## src/rtl/lsu_pkg.sv

```systemverilog
// Shared types and helpers for the load/store unit.
//   lsu_state_t : controller states
//   lsu_size_t  : access width decoded from funct3
//   lsu_bus_t   : latched data-memory request payload
//   helpers     : size decode, misalignment check, byte enables, store lane replication
package lsu_pkg;

   localparam int unsigned XLEN  = 32;
   localparam int unsigned BE_W  = 4;
   localparam int unsigned CNT_W = 8;

   typedef enum logic [1:0] {IDLE, REQ, DONE} lsu_state_t;
   typedef enum logic [1:0] {SZ_B, SZ_H, SZ_W} lsu_size_t;

   localparam logic [2:0] F3_B  = 3'b000;
   localparam logic [2:0] F3_H  = 3'b001;
   localparam logic [2:0] F3_W  = 3'b010;
   localparam logic [2:0] F3_BU = 3'b100;
   localparam logic [2:0] F3_HU = 3'b101;

   typedef struct packed {
      logic            we;
      logic [XLEN-1:0] addr;
      logic [BE_W-1:0] be;
      logic [XLEN-1:0] wdata;
   } lsu_bus_t;

   // Stores only know SB/SH; the unsigned load encodings fall back to word for stores.
   function automatic lsu_size_t lsu_size(input logic [2:0] funct3, input logic we);
      if (funct3 == F3_B || (!we && funct3 == F3_BU))      return SZ_B;
      else if (funct3 == F3_H || (!we && funct3 == F3_HU)) return SZ_H;
      else                                                 return SZ_W;
   endfunction

   function automatic logic lsu_misaligned(input lsu_size_t size, input logic [1:0] addr_lo);
      case (size)
         SZ_H:    return addr_lo[0];
         SZ_W:    return (addr_lo != 2'b00);
         default: return 1'b0;
      endcase
   endfunction

   function automatic logic [BE_W-1:0] lsu_byte_en(input lsu_size_t size, input logic [1:0] addr_lo);
      case (size)
         SZ_B:    return 4'b0001 << addr_lo;
         SZ_H:    return 4'b0011 << {addr_lo[1], 1'b0};
         default: return 4'b1111;
      endcase
   endfunction

   function automatic logic [XLEN-1:0] lsu_store_data(input lsu_size_t size, input logic [XLEN-1:0] wdata);
      case (size)
         SZ_B:    return {4{wdata[7:0]}};
         SZ_H:    return {2{wdata[15:0]}};
         default: return wdata;
      endcase
   endfunction

endpackage

```

## src/rtl/lsu_load_align.sv

```systemverilog
// Combinational load alignment: selects the addressed byte/half of the bus word
// and sign- or zero-extends it according to funct3.
//   i_rdata   : word returned by data memory
//   i_addr_lo : byte offset within the word
//   i_funct3  : RV32I load width/sign field
//   o_result  : extended load value
module lsu_load_align
   import lsu_pkg::*;
(
   input  logic [XLEN-1:0] i_rdata,
   input  logic [1:0]      i_addr_lo,
   input  logic [2:0]      i_funct3,
   output logic [XLEN-1:0] o_result
);

   logic [7:0]  w_byte;
   logic [15:0] w_half;

   // Byte lane select.
   always_comb begin
      w_byte = i_rdata[7:0];
      case (i_addr_lo)
         2'd1:    w_byte = i_rdata[15:8];
         2'd2:    w_byte = i_rdata[23:16];
         2'd3:    w_byte = i_rdata[31:24];
         default: w_byte = i_rdata[7:0];
      endcase
   end

   assign w_half = i_addr_lo[1] ? i_rdata[31:16] : i_rdata[15:0];

   // Extension; unlisted encodings return the whole word.
   always_comb begin
      o_result = i_rdata;
      case (i_funct3)
         F3_B:    o_result = {{24{w_byte[7]}}, w_byte};
         F3_BU:   o_result = {24'h000000, w_byte};
         F3_H:    o_result = {{16{w_half[15]}}, w_half};
         F3_HU:   o_result = {16'h0000, w_half};
         default: o_result = i_rdata;
      endcase
   end

endmodule

```

## src/rtl/load_store_unit.sv

```systemverilog
// RV32I load/store unit: turns an execute-stage load/store into one word-aligned
// req/ack transaction, stalls the pipeline meanwhile, and returns the extended load.
//   ex_*         : operation from the execute-stage register
//   lsu_stall    : hold PC and pipeline registers (combinational in the accept cycle)
//   lsu_done     : one-cycle completion pulse; lsu_misalign / lsu_timeout qualify it
//   lsu_rdata    : registered load result, held until the next completion
//   dmem_*       : data-memory request/acknowledge port
module load_store_unit
   import lsu_pkg::*;
#(
   parameter int unsigned MAX_WAIT = 255
)(
   input  logic            clk,
   input  logic            rst_n,
   input  logic            ex_valid,
   input  logic            ex_rd,
   input  logic            ex_wr,
   input  logic [2:0]      ex_funct3,
   input  logic [XLEN-1:0] ex_addr,
   input  logic [XLEN-1:0] ex_wdata,
   output logic            lsu_stall,
   output logic            lsu_done,
   output logic [XLEN-1:0] lsu_rdata,
   output logic            lsu_misalign,
   output logic            lsu_timeout,
   output logic            dmem_req,
   output logic            dmem_we,
   output logic [XLEN-1:0] dmem_addr,
   output logic [BE_W-1:0] dmem_be,
   output logic [XLEN-1:0] dmem_wdata,
   input  logic            dmem_ack,
   input  logic [XLEN-1:0] dmem_rdata
);

   localparam logic [CNT_W-1:0] LAST_WAIT = CNT_W'(MAX_WAIT - 1);

   lsu_state_t       r_state;
   lsu_bus_t         r_bus;
   logic             r_req;
   logic [1:0]       r_addr_lo;
   logic [2:0]       r_funct3;
   logic [CNT_W-1:0] r_wait_cnt;
   logic             r_done;
   logic             r_misalign;
   logic             r_timeout;
   logic [XLEN-1:0]  r_rdata;

   logic             w_accept;
   logic             w_we;
   lsu_size_t        w_size;
   logic             w_misalign;
   logic [XLEN-1:0]  w_load_data;

   // Accept decode; a load takes priority when both rd and wr are set.
   assign w_accept   = (r_state == IDLE) && ex_valid && (ex_rd || ex_wr);
   assign w_we       = ex_wr && !ex_rd;
   assign w_size     = lsu_size(ex_funct3, w_we);
   assign w_misalign = lsu_misaligned(w_size, ex_addr[1:0]);

   lsu_load_align u_load_align (
      .i_rdata   (dmem_rdata),
      .i_addr_lo (r_addr_lo),
      .i_funct3  (r_funct3),
      .o_result  (w_load_data)
   );

   // Controller and all registered outputs.
   always_ff @(posedge clk or negedge rst_n) begin
      if (!rst_n) begin
         r_state    <= IDLE;
         r_bus      <= '0;
         r_req      <= 1'b0;
         r_addr_lo  <= 2'b00;
         r_funct3   <= 3'b000;
         r_wait_cnt <= '0;
         r_done     <= 1'b0;
         r_misalign <= 1'b0;
         r_timeout  <= 1'b0;
         r_rdata    <= '0;
      end else begin
         r_done     <= 1'b0;
         r_misalign <= 1'b0;
         r_timeout  <= 1'b0;
         case (r_state)
            IDLE: begin
               if (w_accept) begin
                  r_addr_lo  <= ex_addr[1:0];
                  r_funct3   <= ex_funct3;
                  r_wait_cnt <= '0;
                  if (w_misalign) begin
                     // No bus cycle; complete straight away with zero data.
                     r_state    <= DONE;
                     r_done     <= 1'b1;
                     r_misalign <= 1'b1;
                     r_rdata    <= '0;
                  end else begin
                     r_state     <= REQ;
                     r_req       <= 1'b1;
                     r_bus.we    <= w_we;
                     r_bus.addr  <= {ex_addr[XLEN-1:2], 2'b00};
                     r_bus.be    <= lsu_byte_en(w_size, ex_addr[1:0]);
                     r_bus.wdata <= lsu_store_data(w_size, ex_wdata);
                  end
               end
            end
            REQ: begin
               // Ack wins over timeout when both land in the last wait cycle.
               if (dmem_ack) begin
                  r_state  <= DONE;
                  r_req    <= 1'b0;
                  r_bus.we <= 1'b0;
                  r_done   <= 1'b1;
                  if (!r_bus.we) begin
                     r_rdata <= w_load_data;
                  end
               end else if (r_wait_cnt == LAST_WAIT) begin
                  r_state   <= DONE;
                  r_req     <= 1'b0;
                  r_bus.we  <= 1'b0;
                  r_done    <= 1'b1;
                  r_timeout <= 1'b1;
                  r_rdata   <= '0;
               end else begin
                  r_wait_cnt <= CNT_W'(r_wait_cnt + 1'b1);
               end
            end
            DONE: begin
               r_state <= IDLE;
            end
            default: begin
               r_state <= IDLE;
            end
         endcase
      end
   end

   assign lsu_stall    = w_accept || (r_state == REQ);
   assign lsu_done     = r_done;
   assign lsu_misalign = r_misalign;
   assign lsu_timeout  = r_timeout;
   assign lsu_rdata    = r_rdata;
   assign dmem_req     = r_req;
   assign dmem_we      = r_bus.we;
   assign dmem_addr    = r_bus.addr;
   assign dmem_be      = r_bus.be;
   assign dmem_wdata   = r_bus.wdata;

endmodule

```

## config.mk

```make
export PLATFORM = sky130hd
export DESIGN_NAME = load_store_unit
export DESIGN_NICKNAME = d
export VERILOG_FILES = /design/src/rtl/lsu_pkg.sv /design/src/rtl/lsu_load_align.sv /design/src/rtl/load_store_unit.sv
export SDC_FILE = /design/constraint.sdc
export NUM_CORES = 1
export LEC_CHECK = 0
export CAP_MARGIN = 20
export CORE_MARGIN = 3
export CORE_UTILIZATION = 45
export DETAILED_ROUTE_END_ITERATION = 8
export PLACE_DENSITY = 0.8
export SKIP_LAST_GASP = 1
export SYNTH_ARGS = -nofsm -noshare
export SYNTH_HDL_FRONTEND = slang
export SYNTH_SLANG_ARGS = --single-unit
```

## constraint.sdc

```tcl
create_clock -name clk -period 5.42 [get_ports clk]
set_clock_uncertainty 0.15 [all_clocks]
set_input_delay 0.542 -clock clk [delete_from_list [all_inputs] [get_ports clk]]
set_output_delay 0.542 -clock clk [all_outputs]
set_load 0.02 [all_outputs]
```

==> impl_metrics.tcl, run 1 <==
set metrics [dict create \
    critPathKind "input pin to register" \
    root_buffer "clkbuf_16" \
    grt_pass1_vias 5122 \
    multi_input_area_sq_um 2600 \
    hold_buffers 0 \
    grt_max_degree 74 \
    gp_congestion 0.895 \
    cts_max_level 4 \
    grt_pass1_wl_um 26100 \
    critical_path_buf_inv_count 2 \
    ys_warn_count 0 \
    required_ns 5.56 \
    die-area_sq_um 14400 \
    final_nets 834 \
    antenna_found_initial 0 \
    instances_no_fill 912 \
    dr.pass1.iters 4 \
    syn_inst 531 \
    grt_setup_unrepaired "no" \
    synth_cell_types 54 \
    drt-met1-wl_um 6420 \
    cts_buffer_depth 2 \
    ff2ff_setup_slack_ns 2.48 \
    status "finished, final reports clean" \
    clkLatencyLatePin_ns 0.41 \
    rows 41 \
    port_buffers 208 \
    r2r_end "lsu_rdata[27]$_DFFE_PN0P_" \
    avgSynthCellArea_sq_um 11.0 \
    place_inst 880 \
    max_stage_delay_ns 0.83 \
    io_pins 211 \
    ys_top_cells_by_area "dfrtp_1 (50%), mux2_2 (9.4%), mux2i_1 (6.2%)" \
    reg2reg_from "r_wait_cnt[0]$_DFFE_PN0P_" \
    slew_headroom_pct 33.4 \
    finalHoldViolCount 0 \
    finalSetupViolations 0 \
    end_kind "register" \
    vias_per_cell 5.35 \
    diodes 0 \
    hold_ws_ns 0.112 \
    crit_path_max_fanout 22 \
    path_clk_slew_ns 0.05 \
    yosysMostFrequentCell "dfrtp_1" \
    core_sq_um 12700 \
    synth_commonest_cells "dfrtp_1 (118), nand2_1 (60), mux2_2 (49), o21ai_0 (49), mux2i_1 (36)" \
    ir_worst_vdd_mv 0.289 \
    cts_buffers 17 \
    track_usage_pct 23.3 \
    ys_seq_area_share_pct 50.4 \
    setup.worst_path.start_class "input pin" \
    area.sequential_sq_um 2950 \
    ys_seq_elements 118 \
    seq_power_share_pct 34.4 \
    leakagePower_nw 3.81 \
    period_needed_ns 3.18 \
    place_hpwl_um 12300 \
    wire_per_inst_um 18.4 \
    worstHoldPathType "input pin to async pin" \
    p_int_mw 2.54 \
    route.met3.wl_um 1900 \
    finalCritPeriodShare_pct 58.7 \
    cp_top_family "buffers and inverters" \
    highest_layer "met4" \
    drc 0 \
    die_w_um 120 \
    max_freq_mhz 314 \
    cts_tree "yes" \
    start_util_pct 46.2 \
    routed_wl_um 16800 \
    wl_met2_um 8070 \
    synth_edf_count 0 \
    final_core_util_pct 67.8 \
    clockPowerShare_pct 29.0 \
    power_density_nw_per_um2 443 \
    synth_top_area_cell "dfrtp_1" \
    cap_violations 0 \
    post_cts_resize_count 0 \
    cts_setup_buffers 0 \
    drtIter0Drc 353 \
    fp.dieH_um 120 \
    num-fill-cells 960 \
    cp.arrival_ns 3.33 \
    area_delta_synth_final_pct 46.6 \
    rr_worst_depth 8 \
    fin_tns_setup_ns 0 \
    drive_gt1_share_pct 16.4 \
    final_max_slew_viol_count 0 \
    net-switching-power_mw 1.27 \
    num_vias 4883 \
    synth_ff_type "dfrtp_1" \
    cts.sinks 118 \
    globalRouteOverflowTotal 0 \
    finalPower_mw 3.81 \
    cpMaxStageDelayCell "a21oi_4" \
    tightest_slew_ns 0.997 \
    async_flop_share_pct 100 \
    synthesis.area_sq_um 5860 \
    swShare_pct 33.3 \
    crit_chain "clkdlybuf4s50_1 -> and3b_2 -> a211oi_2 -> or2_1 -> a21oi_4 -> buf_4 -> mux2_2" \
    synth_top_area_share_pct 50.4 \
    antenna_left 0 \
    power_frac_comb_pct 36.6 \
]
cell usage in the layout (no fill, tap or decap), drive strengths merged, types with 4 or more instances in the layout:
cell type        n
a21oi           28
buf              8
clkbuf          23
clkdlybuf4s50  207
clkinv           7
dfrtp          118
inv             26
mux2            69
mux2i           36
nand2           60
nand2b           4
nand3           13
nor2            18
nor3             4
o211a            7
o21ai           54
o22ai           10
o311ai           4
sequential cells by signal (all words and copies together) (netlist names), 2 cells and up:
| register | count |
|---|---|
| r_state | 2 |
| dmem_addr | 30 |
| r_funct3 | 3 |
| dmem_wdata | 32 |
| lsu_rdata | 32 |
| r_addr_lo | 2 |
| dmem_be | 4 |
| r_wait_cnt | 8 |
routing by layer:
metal,vias to the layer above,GRT usage [%]
met2,231,38.4
met3,34,10.8
met5,-,0
li1,2273,-
met4,0,9.52
met1,2345,26.3
area by class of cell:
| cell class | instances | share of cell area [%] |
|---|---|---|
| inverter | 26 | 1.14 |
| multi-input combinational | 349 | 30.3 |
| timing repair buffer | 215 | 24.8 |
| clock buffer | 23 | 5.68 |
| clock inverter | 9 | 1.15 |
| sequential | 118 | 34.4 |
| tap | 172 | 2.51 |
worst max-delay path by stage:
| stage | startpoint | to | slack (ns) | cells after the start |
|---|---|---|---|---|
| 3_5_place_dp | ex_wr | lsu_rdata[24]$_DFFE_PN0P_ | 1.81 | 7 |
| 5_1_grt | ex_rd | lsu_rdata[27]$_DFFE_PN0P_ | 2.15 | 7 |
| 2_1_floorplan | ex_wr | lsu_rdata[10]$_DFFE_PN0P_ | 3.21 | 6 |
| 4_1_cts | ex_wr | lsu_rdata[27]$_DFFE_PN0P_ | 2.26 | 7 |
| 6_report | ex_wr | lsu_rdata[27]$_DFFE_PN0P_ | 2.24 | 7 |
| 3_3_place_gp | ex_wr | lsu_rdata[26]$_DFFE_PN0P_ | 1.93 | 7 |
cell families (layout without fill, tap and decap cells):
logic type               Yosys count  in the layout  synth area share (%)
AO/OA/AOI/OAI                    120            120                  13.2
flip-flops                       118            118                  50.4
AND/OR/NAND/NOR                  116            116                  9.25
multiplexers                     105            105                  20.7
buffers and inverters             65            273                  5.40
XOR/XNOR                           4              4                 0.598
adder cells (fa/ha/maj)            2              2                 0.427
other                              1              2                0.0640
power by group through the flow:
stage               logic (mW)  registers (mW)  clock network, mW
finish                    1.39            1.31               1.10
global placement          1.37            1.30                  0
global route              1.48            1.34               1.16
detailed placement        1.39            1.31                  0
CTS                       1.41            1.31               1.12
floorplan                0.495            1.54                  0
worst reg2reg max path, cell delays in order, from the launching register on:
cell	delay (ns)
dfrtp_1	0.43
inv_1	0.09
ha_1	0.14
nand3_1	0.15
o31ai_1	0.28
o21ai_2	0.11
a21oi_4	0.77
buf_4	0.36
mux2_2	0.36
through the flow:
stage | worst slack, ns | area [sq um]
3_3_place_gp | 1.93 | 8000
4_1_cts | 2.26 | 8590
2_1_floorplan | 3.21 | 5860
5_1_grt | 2.15 | 8590
3_5_place_dp | 1.81 | 8000
6_report | 2.24 | 8590
Note: power is estimated with default switching activity, not from simulation.
==> run 2: changes to the inputs <==
clock period = 3 ns   (was 5.42 ns; I/O delays follow)
==> run 2 against run 1 <==
Net effect:
- register-to-register slack worse by 1.9 ns
- cell count is 0.77% higher
- wire length is 1.2% higher
- global-route usage is 0.77 points higher
- worst hold slack better by 0.21 ns
- highest routed layer unchanged
- sequential cell count stayed put
- core utilization is 1.2 points higher
==> impl_metrics.tcl, run 2 (synthesis results as in run 1) <==
set metrics [dict create \
    status "finished, final reports clean" \
    worstHoldPathType "input pin to register" \
    diodes 0 \
    grt_pass1_wl_um 27100 \
    period_needed_ns 2.42 \
    track_usage_pct 24.1 \
    route.met3.wl_um 1890 \
    wire_per_inst_um 18.5 \
    antenna_left 0 \
    cts.sinks 118 \
    place_hpwl_um 12400 \
    start_util_pct 46.2 \
    fp.dieH_um 120 \
    cts_max_level 4 \
    reg2reg_from "r_wait_cnt[0]$_DFFE_PN0P_" \
    highest_layer "met4" \
    end_kind "register" \
    die-area_sq_um 14400 \
    ir_worst_vdd_mv 0.677 \
    drtIter0Drc 349 \
    drc 0 \
    globalRouteOverflowTotal 0 \
    r2r_end "dmem_we$_DFFE_PN0P_" \
    path_clk_slew_ns 0.06 \
    io_pins 211 \
    holdPathStages 3 \
    tightest_slew_ns 0.854 \
    num-fill-cells 928 \
    cts_buffers 17 \
    final_nets 841 \
    required_ns 3.15 \
    antenna_found_initial 0 \
    post_cts_resize_count 0 \
    rows 41 \
    cp.arrival_ns 2.57 \
    cap_violations 0 \
    final_max_slew_viol_count 0 \
    drive_gt1_share_pct 17.3 \
    max_freq_mhz 414 \
    final_cell_mix "clkdlybuf4s50_1 (207), dfrtp_1 (118), nand2_1 (60)" \
    vias_per_cell 5.37 \
    die_w_um 120 \
    finalPower_mw 7.15 \
    gp_congestion 0.892 \
    slew_headroom_pct 42.7 \
    crit_path_max_fanout 15 \
    num_vias 4933 \
    cts_buffer_depth 2 \
    area_delta_synth_final_pct 49.2 \
    fin_tns_setup_ns 0 \
    port_buffers 208 \
    core_sq_um 12700 \
    drt-met1-wl_um 6350 \
    layout_commonest_cell "clkdlybuf4s50_1" \
    dr.pass1.iters 4 \
    finalHoldViolCount 0 \
    area.sequential_sq_um 2950 \
    ff2ff_setup_slack_ns 0.58 \
    critPathKind "register to register" \
    multi_input_area_sq_um 2600 \
    min_to "r_funct3[2]$_DFFE_PN0P_" \
    min_from "ex_funct3[2]" \
    leakagePower_nw 3.87 \
    rr_worst_depth 6 \
    setup.worst_path.start_class "register" \
    power_density_nw_per_um2 818 \
    grt_max_degree 88 \
    grt_setup_unrepaired "no" \
    root_buffer "clkbuf_16" \
    cts_tree "yes" \
    clkLatencyLatePin_ns 0.41 \
    finalCritPeriodShare_pct 80.6 \
    finalSetupViolations 0 \
    routed_wl_um 17000 \
    grt_pass1_vias 5218 \
    wl_met2_um 8370 \
]
## run 2: critical path: stages (launching register included)
cell and delay [ns]:
dfrtp_1 0.43, inv_1 0.08, ha_1 0.17, nand3_1 0.14, o21ai_1 0.70, o311ai_0 0.35, a32o_1 0.29
## run 2: metal layers
metal | vias up | global-route usage [%]
met5 | - | 0
met4 | 0 | 9.16
met3 | 27 | 11.6
met2 | 225 | 39.8
met1 | 2393 | 26.9
li1 | 2288 | -
## run 2: area by class of cell
type	instances	area share, %
Sequential cell	118	33.8
Tap cell	172	2.46
Multi-Input combinational cell	349	29.8
Clock buffer	17	4.87
Inverter	26	1.12
Clock inverter	15	2.59
Timing Repair Buffer	222	25.4
## run 2: per-stage QoR
stage	cells	instance area (sq um)	hold slack [ns]	setup WS, ns	utilization, %
floorplan	532	5860	-0.146	0.959	-
global placement	885	8080	0.227	0.519	63.7
detailed placement	885	8080	0.237	0.473	63.7
CTS	918	8740	0.302	0.582	69.0
global route	919	8740	0.343	0.359	69.0
finish	919	8740	0.322	0.583	69.0
## run 2: repair_timing
item	in CTS	in global routing
hold buffers	1	0
hold endpoints to repair	52	0
setup buffers	0	0
## run 2: report_power, final
part / internal (mW) / switching (mW) / leakage [nW]
logic: 1.29 / 1.31 / 2.06
registers: 2.03 / 0.295 / 1.50
clock network: 1.48 / 0.755 / 0.310
## run 2: how the worst max path moves through the flow
stage	start	slack, ns	cells after the start	end
6_report	r_wait_cnt[0]$_DFFE_PN0P_	0.58	6	dmem_we$_DFFE_PN0P_
5_1_grt	r_wait_cnt[0]$_DFFE_PN0P_	0.36	6	dmem_we$_DFFE_PN0P_
4_1_cts	r_wait_cnt[0]$_DFFE_PN0P_	0.58	6	dmem_we$_DFFE_PN0P_
3_5_place_dp	ex_wr	0.47	7	lsu_rdata[0]$_DFFE_PN0P_
3_3_place_gp	ex_wr	0.52	7	lsu_rdata[0]$_DFFE_PN0P_
2_1_floorplan	r_wait_cnt[0]$_DFFE_PN0P_	0.96	8	lsu_rdata[10]$_DFFE_PN0P_
==> run 3: changes to the inputs <==
clock period = 2.5 ns   (was 3 ns; I/O delays follow)
==> run 3 against run 2 <==
Net effect:
- setup slack worse by 0.48 ns
- via count is 0.18% lower
- wire length is 1.8% lower
- largest power group unchanged
==> impl_metrics.tcl, run 3 (synthesis results as in run 1) <==
set metrics [dict create \
    cts_buffer_depth 2 \
    r2r_end "lsu_rdata[0]$_DFFE_PN0P_" \
    clockPowerShare_pct 28.1 \
    final_max_slew_viol_count 0 \
    cts_tree "yes" \
    worstHoldPathType "input pin to async pin" \
    rr_worst_depth 8 \
    num_vias 4924 \
    grtUsageMet2_pct 38.5 \
    grt_setup_unrepaired "no" \
    track_usage_pct 23.7 \
    cts_setup_buffers 0 \
    root_buffer "clkbuf_16" \
    core_sq_um 12700 \
    gp_congestion 0.892 \
    seq_power_share_pct 33.8 \
    finalCritPeriodShare_pct 95.9 \
    dr.pass1.iters 5 \
    finalSetupViolations 0 \
    power_frac_comb_pct 38.2 \
    startpoint "ex_rd" \
    cp.arrival_ns 2.00 \
    die_w_um 120 \
    num-fill-cells 947 \
    busiest_layer "met2" \
    leakagePower_nw 3.90 \
    finalHoldViolCount 0 \
    layout_commonest_cell "clkdlybuf4s50_1" \
    rows 41 \
    clkLatencyLatePin_ns 0.41 \
    path_clk_slew_ns 0.05 \
    use_met1_pct 26.2 \
    drive_gt1_share_pct 18.0 \
    grt_pass1_vias 5185 \
    hold_ws_ns 0.258 \
    p_int_mw 5.53 \
    die-area_sq_um 14400 \
    cts.sinks 118 \
    tightest_slew_ns 0.635 \
    design_area_sq_um 8760 \
    drc 0 \
    setup.worst_path.start_class "input pin" \
    diodes 0 \
    power_density_nw_per_um2 939 \
    fp.dieH_um 120 \
    period_needed_ns 2.40 \
    port_buffers 208 \
    final_nets 855 \
    antenna_left 0 \
    ir_worst_vdd_mv 0.571 \
    reg2reg_from "r_wait_cnt[0]$_DFFE_PN0P_" \
    drtIter0Drc 358 \
    vias_per_cell 5.30 \
    wire_per_inst_um 18.0 \
    ff2ff_setup_slack_ns 0.24 \
    area.sequential_sq_um 2950 \
    cts_buffers 17 \
    crit_path_max_fanout 4 \
    status "finished, final reports clean" \
    start_util_pct 46.2 \
    io_pins 211 \
    routed_wl_um 16700 \
    cts_max_level 4 \
    max_freq_mhz 417 \
    globalRouteOverflowTotal 0 \
    end_kind "primary output" \
    placed_area_sq_um 8190 \
    final_cell_mix "clkdlybuf4s50_1 (207), dfrtp_1 (118), nand2_1 (60)" \
    antenna_found_initial 0 \
    use_met3_pct 12.2 \
    multi_input_area_sq_um 2610 \
    net-switching-power_mw 2.69 \
    swShare_pct 32.8 \
    area_delta_synth_final_pct 49.5 \
    critPathKind "input pin to primary output" \
    place_hpwl_um 12400 \
    slew_headroom_pct 57.7 \
    critPathCapture "lsu_stall" \
    grt_max_degree 88 \
    cap_violations 0 \
    grt_pass1_wl_um 26500 \
    required_ns 2.10 \
]
==> run 3: cell count changes in the layout (fill, tap and decap cells not counted), moves of 2 or more <==
cell,previous run,this run
clkbuf_1,0,4
clkbuf_8,0,3
buf_4,10,25
inv_6,2,0
bufinv_16,5,2
clkinv_4,3,0
clkinvlp_4,3,1
==> run 3: area by class of cell <==
class | instances | area share, %
tap | 172 | 2.46
clock buffer | 24 | 5.50
clock inverter | 4 | 0.829
timing repair buffer | 236 | 26.6
sequential | 118 | 33.7
inverter | 26 | 1.11
multi-input combinational | 349 | 29.8
==> run 3: routing by layer <==
metal  up-vias  routed length [um]
met2       240                8070
met1      2349                6210
li1       2304                   -
met4         0                 397
met3        31                2010
met5         -                   0
==> run 3: repair_timing <==
action	4_1_cts	5_1_grt
hold buffers	1	0
gates resized for setup	0	1
endpoints found under the setup margin	0	1
hold endpoints to repair	46	0
==> run 3: worst min path at each step <==
stage	end	slack (ns)	cells after the start
floorplan	dmem_addr[10]$_DFFE_PN0P_	-0.20	0
global placement	lsu_rdata[4]$_DFFE_PN0P_	0.15	1
detailed placement	lsu_rdata[4]$_DFFE_PN0P_	0.16	1
CTS	r_funct3[2]$_DFFE_PN0P_	0.25	3
global route	r_funct3[2]$_DFFE_PN0P_	0.27	3
finish	lsu_rdata[4]$_DFFE_PN0P_	0.26	2
==> run 3: critical path, stage by stage <==
cell and delay, ns:
clkdlybuf4s50_1 0.53, buf_4 0.15, o21ai_0 0.10, a21oi_2 0.21, buf_4 0.14, clkdlybuf4s50_1 0.62
==> run 3: power groups by stage <==
stage                     clock, mW  combinational [mW]  sequential, mW
final                          2.31                3.14            2.78
after global routing           2.45                3.36            2.85
after CTS                      2.36                3.16            2.77
after detailed placement          0                3.14            2.79
after global placement            0                3.09            2.76
after floorplan                   0                1.07            3.33
==> run 3: through the flow <==
step                      cells  util, %  setup WS (ns)  total power [mW]  setup TNS [ns]
after CTS                   929     69.1         0.0230              8.30               0
after global routing        929     69.1         0.0456              8.65               0
after floorplan             532        -          0.459              4.40               0
final                       929     69.1          0.103              8.22               0
after detailed placement    900     64.6        -0.0107              5.94         -0.0136
after global placement      900     64.6         0.0315              5.85               0
